<file path="src/rtl/fp_multiplier_seq_pkg.sv">
// Shared IEEE-754 single-precision field helpers and constants for the FP ALU units.
package fp_multiplier_seq_pkg;

  localparam logic [31:0] FP_NAN     = 32'h7FC0_0000;
  localparam logic [31:0] FP_ZERO    = 32'h0000_0000;
  localparam logic [31:0] FP_POS_INF = 32'h7F80_0000;
  localparam int          FP_BIAS    = 127;

  function automatic logic fp_sign(input logic [31:0] x);
    return x[31];
  endfunction

  function automatic logic [7:0] fp_exp(input logic [31:0] x);
    return x[30:23];
  endfunction

  function automatic logic [23:0] fp_mant_full(input logic [31:0] x);
    return {1'b1, x[22:0]};
  endfunction

  // Subnormals are flushed, so any zero exponent classifies as zero.
  function automatic logic is_zero(input logic [31:0] x);
    return x[30:23] == 8'h00;
  endfunction

  function automatic logic is_inf(input logic [31:0] x);
    return (x[30:23] == 8'hFF) && (x[22:0] == 23'h0);
  endfunction

  function automatic logic is_nan(input logic [31:0] x);
    return (x[30:23] == 8'hFF) && (x[22:0] != 23'h0);
  endfunction

endpackage

</file>
<file path="src/rtl/fp_mant_mul_iter.sv">
// 24x24 shift-add mantissa engine: one partial product per cycle after load.
module fp_mant_mul_iter (
  input  logic        clk,
  input  logic        reset,
  input  logic        load,
  input  logic [23:0] ma,
  input  logic [23:0] mb,
  output logic [47:0] p,
  output logic        last
);

  logic [23:0] ma_q, ma_d;
  logic [23:0] mb_q, mb_d;
  logic [47:0] p_q, p_d;
  logic [4:0]  cnt_q, cnt_d;
  logic        active_q, active_d;

  always_comb begin
    ma_d     = ma_q;
    mb_d     = mb_q;
    p_d      = p_q;
    cnt_d    = cnt_q;
    active_d = active_q;
    if (load) begin
      ma_d     = ma;
      mb_d     = mb;
      p_d      = 48'h0;
      cnt_d    = 5'd0;
      active_d = 1'b1;
    end else if (active_q) begin
      if (mb_q[cnt_q])
        p_d = p_q + ({24'h0, ma_q} << cnt_q);
      cnt_d = cnt_q + 5'd1;
      if (cnt_q == 5'd23)
        active_d = 1'b0;
    end
  end

  always_ff @(posedge clk or posedge reset) begin
    if (reset) begin
      ma_q     <= '0;
      mb_q     <= '0;
      p_q      <= '0;
      cnt_q    <= '0;
      active_q <= 1'b0;
    end else begin
      ma_q     <= ma_d;
      mb_q     <= mb_d;
      p_q      <= p_d;
      cnt_q    <= cnt_d;
      active_q <= active_d;
    end
  end

  // High during the final iteration so the owner can step on the same edge.
  assign last = active_q && (cnt_q == 5'd23) && !load;
  assign p    = p_q;

endmodule

</file>
<file path="src/rtl/fp_multiplier_seq.sv">
// Multi-cycle IEEE-754 single multiplier with truncation rounding and start/done handshake.
module fp_multiplier_seq
  import fp_multiplier_seq_pkg::*;
#(
  parameter int          EXP_BIAS  = FP_BIAS,
  parameter logic [31:0] CANON_NAN = FP_NAN
) (
  input  logic        clk,
  input  logic        reset,
  input  logic [31:0] a,
  input  logic [31:0] b,
  input  logic        start,
  output logic [31:0] result,
  output logic        done,
  output logic        busy,
  output logic        overflow,
  output logic        underflow,
  output logic        invalid
);

  typedef enum logic [2:0] {IDLE, LOAD, MULT, NORM, FINISH} state_e;

  state_e             state_q, state_d;
  logic [31:0]        a_q, a_d, b_q, b_d;
  logic [31:0]        result_q, result_d;
  logic signed [9:0]  exp_q, exp_d;
  logic               done_q, done_d, busy_q, busy_d;
  logic               ovf_q, ovf_d, unf_q, unf_d, inv_q, inv_d;

  logic               eng_load, eng_last;
  logic [47:0]        eng_p;
  logic               sign;
  logic signed [9:0]  e_norm;
  logic [22:0]        mant;
  logic               unused_p_low;

  fp_mant_mul_iter u_mant (
    .clk   (clk),
    .reset (reset),
    .load  (eng_load),
    .ma    (fp_mant_full(a_q)),
    .mb    (fp_mant_full(b_q)),
    .p     (eng_p),
    .last  (eng_last)
  );

  assign sign         = fp_sign(a_q) ^ fp_sign(b_q);
  assign unused_p_low = ^eng_p[22:0];

  always_comb begin
    state_d  = state_q;
    a_d      = a_q;
    b_d      = b_q;
    result_d = result_q;
    exp_d    = exp_q;
    done_d   = done_q;
    busy_d   = busy_q;
    ovf_d    = ovf_q;
    unf_d    = unf_q;
    inv_d    = inv_q;
    eng_load = 1'b0;
    e_norm   = exp_q;
    mant     = eng_p[45:23];

    case (state_q)
      IDLE: begin
        done_d = 1'b0;
        busy_d = 1'b0;
        if (start) begin
          a_d     = a;
          b_d     = b;
          ovf_d   = 1'b0;
          unf_d   = 1'b0;
          inv_d   = 1'b0;
          busy_d  = 1'b1;
          state_d = LOAD;
        end
      end
      LOAD: begin
        state_d = FINISH;
        if (is_nan(a_q) || is_nan(b_q) ||
            (is_inf(a_q) && is_zero(b_q)) || (is_zero(a_q) && is_inf(b_q))) begin
          result_d = CANON_NAN;
          inv_d    = 1'b1;
        end else if (is_inf(a_q) || is_inf(b_q)) begin
          result_d = {sign, FP_POS_INF[30:0]};
        end else if (is_zero(a_q) || is_zero(b_q)) begin
          result_d = {sign, FP_ZERO[30:0]};
        end else begin
          eng_load = 1'b1;
          exp_d    = 10'({2'b00, fp_exp(a_q)}) + 10'({2'b00, fp_exp(b_q)}) - 10'(EXP_BIAS);
          state_d  = MULT;
        end
      end
      MULT: begin
        if (eng_last)
          state_d = NORM;
      end
      NORM: begin
        // Product of two [1,2) mantissas lies in [1,4); bit 47 selects the one-bit renormalise.
        if (eng_p[47]) begin
          mant   = eng_p[46:24];
          e_norm = exp_q + 10'sd1;
        end
        if (e_norm >= 10'sd255) begin
          result_d = {sign, FP_POS_INF[30:0]};
          ovf_d    = 1'b1;
        end else if (e_norm <= 10'sd0) begin
          result_d = {sign, FP_ZERO[30:0]};
          unf_d    = 1'b1;
        end else begin
          result_d = {sign, e_norm[7:0], mant};
        end
        state_d = FINISH;
      end
      FINISH: begin
        done_d  = 1'b1;
        state_d = IDLE;
      end
      default: state_d = IDLE;
    endcase
  end

  always_ff @(posedge clk or posedge reset) begin
    if (reset) begin
      state_q  <= IDLE;
      a_q      <= '0;
      b_q      <= '0;
      result_q <= '0;
      exp_q    <= '0;
      done_q   <= 1'b0;
      busy_q   <= 1'b0;
      ovf_q    <= 1'b0;
      unf_q    <= 1'b0;
      inv_q    <= 1'b0;
    end else begin
      state_q  <= state_d;
      a_q      <= a_d;
      b_q      <= b_d;
      result_q <= result_d;
      exp_q    <= exp_d;
      done_q   <= done_d;
      busy_q   <= busy_d;
      ovf_q    <= ovf_d;
      unf_q    <= unf_d;
      inv_q    <= inv_d;
    end
  end

  assign result    = result_q;
  assign done      = done_q;
  assign busy      = busy_q;
  assign overflow  = ovf_q;
  assign underflow = unf_q;
  assign invalid   = inv_q;

endmodule

</file>
<file path="config.mk">
export PLATFORM = sky130hd
export DESIGN_NAME = fp_multiplier_seq
export DESIGN_NICKNAME = d
export VERILOG_FILES = /design/src/rtl/fp_multiplier_seq_pkg.sv /design/src/rtl/fp_mant_mul_iter.sv /design/src/rtl/fp_multiplier_seq.sv
export SDC_FILE = /design/constraint.sdc
export NUM_CORES = 1
export LEC_CHECK = 0
export CORE_MARGIN = 2
export CORE_UTILIZATION = 55
export DETAILED_ROUTE_END_ITERATION = 16
export PLACE_DENSITY = 0.76
export REMOVE_ABC_BUFFERS = 1
export SLEW_MARGIN = 10
export SYNTH_ARGS = -nofsm -noshare
export SYNTH_HDL_FRONTEND = slang
export SYNTH_SLANG_ARGS = --single-unit
export TNS_END_PERCENT = 1
</file>
<file path="constraint.sdc">
create_clock -name clk -period 15 [get_ports clk]
set_input_delay 2.25 -clock clk [delete_from_list [all_inputs] [get_ports clk]]
set_output_delay 2.25 -clock clk [all_outputs]
set_load 0.01 [all_outputs]
</file>
==> impl_metrics.ini <==
[clock_tree]
cts_tree = done
cts-root-buf = clkbuf_16
clkSinkCount = 215
cts.repair.resized = 0
numCtsBuffers = 24
clk_pin_slew_ns = 0.06
clock_path_buffers = 3
hold_buffers = 0
htreeDepth = 1
post_cts_buffers = 0
clk_latency_ns = 0.55

[final_layout]
design_area_um2 = 15400
nets = 1769
syn2layout_area_growth_pct = 15.9
fill_cells = 2059
diodes = 0
final_layout_size_suffix_gt1_frac = 0.0689

[power_and_ir_drop]
clkPwrFrac = 0.177
p_switching_mw = 1.73
pwr-share-comb = 0.544
p_per_area_nw_per_um2 = 247
switching_share = 0.455
p_leak_nw = 7.21
p_int_mw = 2.07
pwr-share-seq = 0.279
total_power_mw = 3.80
irDropWorstVdd_uv = 151

[routing]
wl_per_cell_um = 17.2
post-route-drc-count = 0
antenna_left = 0
avgViaCountPerCell = 5.78
wirelength_um = 33900
drt_iter0_markers = 778
vias = 11400
dr.pass1.iters = 5

[logic_synthesis]
synthArstFlopShare = 1.00
ys_seq_elements = 215
synth_most_common_cell = nand2_1
syn-cell-area_um2 = 13300
synth-edff-count = 0
synth_common_cells = nand2_1 (487), dfrtp_1 (215), a21oi_1 (108), o21ai_0 (91), nor2_1 (87)
syn_inst = 1574
synth_seq_area_share = 0.405
yosysTopAreaCell = dfrtp_1
synth_top_area_share = 0.405
synthFlopType = dfrtp_1
avgSynthCellArea_um2 = 8.44
synth.distinct_cells = 72
yosys_warnings = 0
netlist_top_cells_area = dfrtp_1 (41%), nand2_1 (14%), ha_1 (6.0%)

[setup_path]
critical_path_class = flip-flop to flip-flop
worstPathMaxFanout = 41
critPathCaptureType = flip-flop
required_ns = 15.45
cp-start-kind = flip-flop
worstPathArrival_ns = 5.68

[die]
start_util = 0.562
die_x_um = 159
die_h_um = 159
num_rows = 56
ios = 104
design.die.area_um2 = 25400
core_area_um2 = 23600

[sta]
min_period_ns = 5.23
slew_viol_final = 0
clock.fmax_mhz = 191
setup_tns_ns = 0
finalCritPeriodShare = 0.349
skew_ns = 0.0129
rsz0062_at_grt = no
tightest_slew_ns = 1.17
slew_headroom = 0.214
setup_viol = 0
hold_violations = 0
whs_ns = 0.471
fin_ws_ns = 9.77

[place]
post_dp_cell_area_um2 = 14500
port_buffers = 103
dp_hpwl_um = 23800
gp_congestion = 0.949
pre_cts_slack_ns = 9.79

[run]
maxCapViolations = 0

[hold_path]
hp-class = flip-flop to flip-flop

[grt]
overflow = 0
grt_pass1_vias = 11200
grt_pass1_wl_um = 56500
grt_max_degree = 83
antenna_found_initial = 0
grt_usage = 0.267

[status]
status = complete, no violations
final timing paths:
check / from / endpoint / slack [ns] / cells after the start
min in group asynchronous: reset / result[9] / 2.17 / 2
hold / removal: u_mant.mb_q[4] / u_mant.mb_q[4] / 0.47 / 2
setup reg to reg: u_mant.cnt_q[0] / u_mant.p[46] / 9.77 / 16
max in group asynchronous: reset / u_mant.cnt_q[0] / 10.65 / 4
setup / recovery: u_mant.cnt_q[0] / u_mant.p[46] / 9.77 / 16
hold reg to reg: u_mant.mb_q[4] / u_mant.mb_q[4] / 0.47 / 2
state kept, by name, indices dropped and copies added, names as in the netlist:
register and flops:
u_mant.active_q 1, exp_q 10, u_mant.mb_q 24, b_q 32
overflow 1, u_mant.cnt_q 5, u_mant.p 48, result 32
done 1, state_q 3, busy 1, a_q 32
u_mant.ma_q 23, underflow 1, invalid 1
cells by family (layout without fill, tap and decap cells):
kind of cell	after synthesis	after routing	share of synthesized area
adders and majority gates	66	66	0.0633
muxes	80	80	0.0772
DFF	215	215	0.405
xor gates and xnor gates	47	47	0.0310
AOI/OAI and AO/OA	331	331	0.158
buffers and inverters	112	192	0.0350
and+or+nand+nor	723	723	0.231
per-stage QoR:
step | cells | utilization
5_1_grt | 1973 | 0.652
3_3_place_gp | 1929 | 0.613
3_5_place_dp | 1929 | 0.613
6_report | 1973 | 0.652
2_1_floorplan | 1495 | -
4_1_cts | 1973 | 0.652
metal layers:
layer	vias up	share of wire	track usage
met4	0	0.036	0.0955
met1	5421	0.44	0.360
met3	75	0.051	0.0349
li1	5579	-	-
met2	324	0.47	0.445
met5	-	0	0
power by group through the flow:
stage                     Combinational, mW  Clock, mW  Sequential (mW)
final                                  2.07      0.674             1.06
after floorplan                        1.47          0             1.05
after CTS                              2.06      0.683             1.06
after global routing                   2.31      0.706             1.10
after global placement                 2.01          0             1.06
after detailed placement               2.04          0             1.06
cell type report:
class | count | area (um^2) | share of cell area
Sequential cell | 215 | 5380 | 0.350
Clock inverter | 16 | 270 | 0.0176
Multi-Input combinational cell | 1247 | 7450 | 0.484
Inverter | 33 | 131 | 0.00853
Clock buffer | 28 | 646 | 0.0419
Tap cell | 319 | 399 | 0.0259
Timing Repair Buffer | 115 | 1120 | 0.0728
worst max-delay path, cell delays in order (launching register included):
cell and delay (ns):
dfrtp_2 1.02, mux2_2 0.44, o21ai_0 0.48, nor2_1 0.08, a21oi_1 0.31, mux2_2 0.24, nor2_1 0.06, ha_1 0.37
a21oi_1 0.08, o21ai_0 0.53, nand2_1 0.14, a41oi_1 0.40, o21ai_1 0.23, a21oi_2 0.20, o21a_2 0.18, a2111oi_0 0.10
a211oi_1 0.26
cells in the final DEF, fill, tap and decap left out, drive strengths merged, types with 4 or more instances in the layout:
| cell | count |
|---|---|
| a2111oi | 4 |
| a211oi | 19 |
| a21o | 30 |
| a21oi | 111 |
| a31o | 4 |
| a31oi | 7 |
| and2 | 15 |
| and3 | 12 |
| buf | 12 |
| bufinv | 6 |
| clkbuf | 28 |
| clkdlybuf4s50 | 103 |
| clkinv | 8 |
| dfrtp | 215 |
| ha | 64 |
| inv | 32 |
| mux2 | 17 |
| mux2i | 47 |
| mux4 | 16 |
| nand2 | 488 |
| nand2b | 7 |
| nand3 | 24 |
| nand3b | 8 |
| nand4 | 14 |
| nor2 | 87 |
| nor2b | 9 |
| nor3 | 22 |
| nor4 | 17 |
| o211ai | 6 |
| o21a | 6 |
| o21ai | 96 |
| o21bai | 8 |
| o22ai | 16 |
| or3 | 7 |
| xnor2 | 31 |
| xor2 | 16 |
No activity file was read; power rests on OpenSTA's default activity.
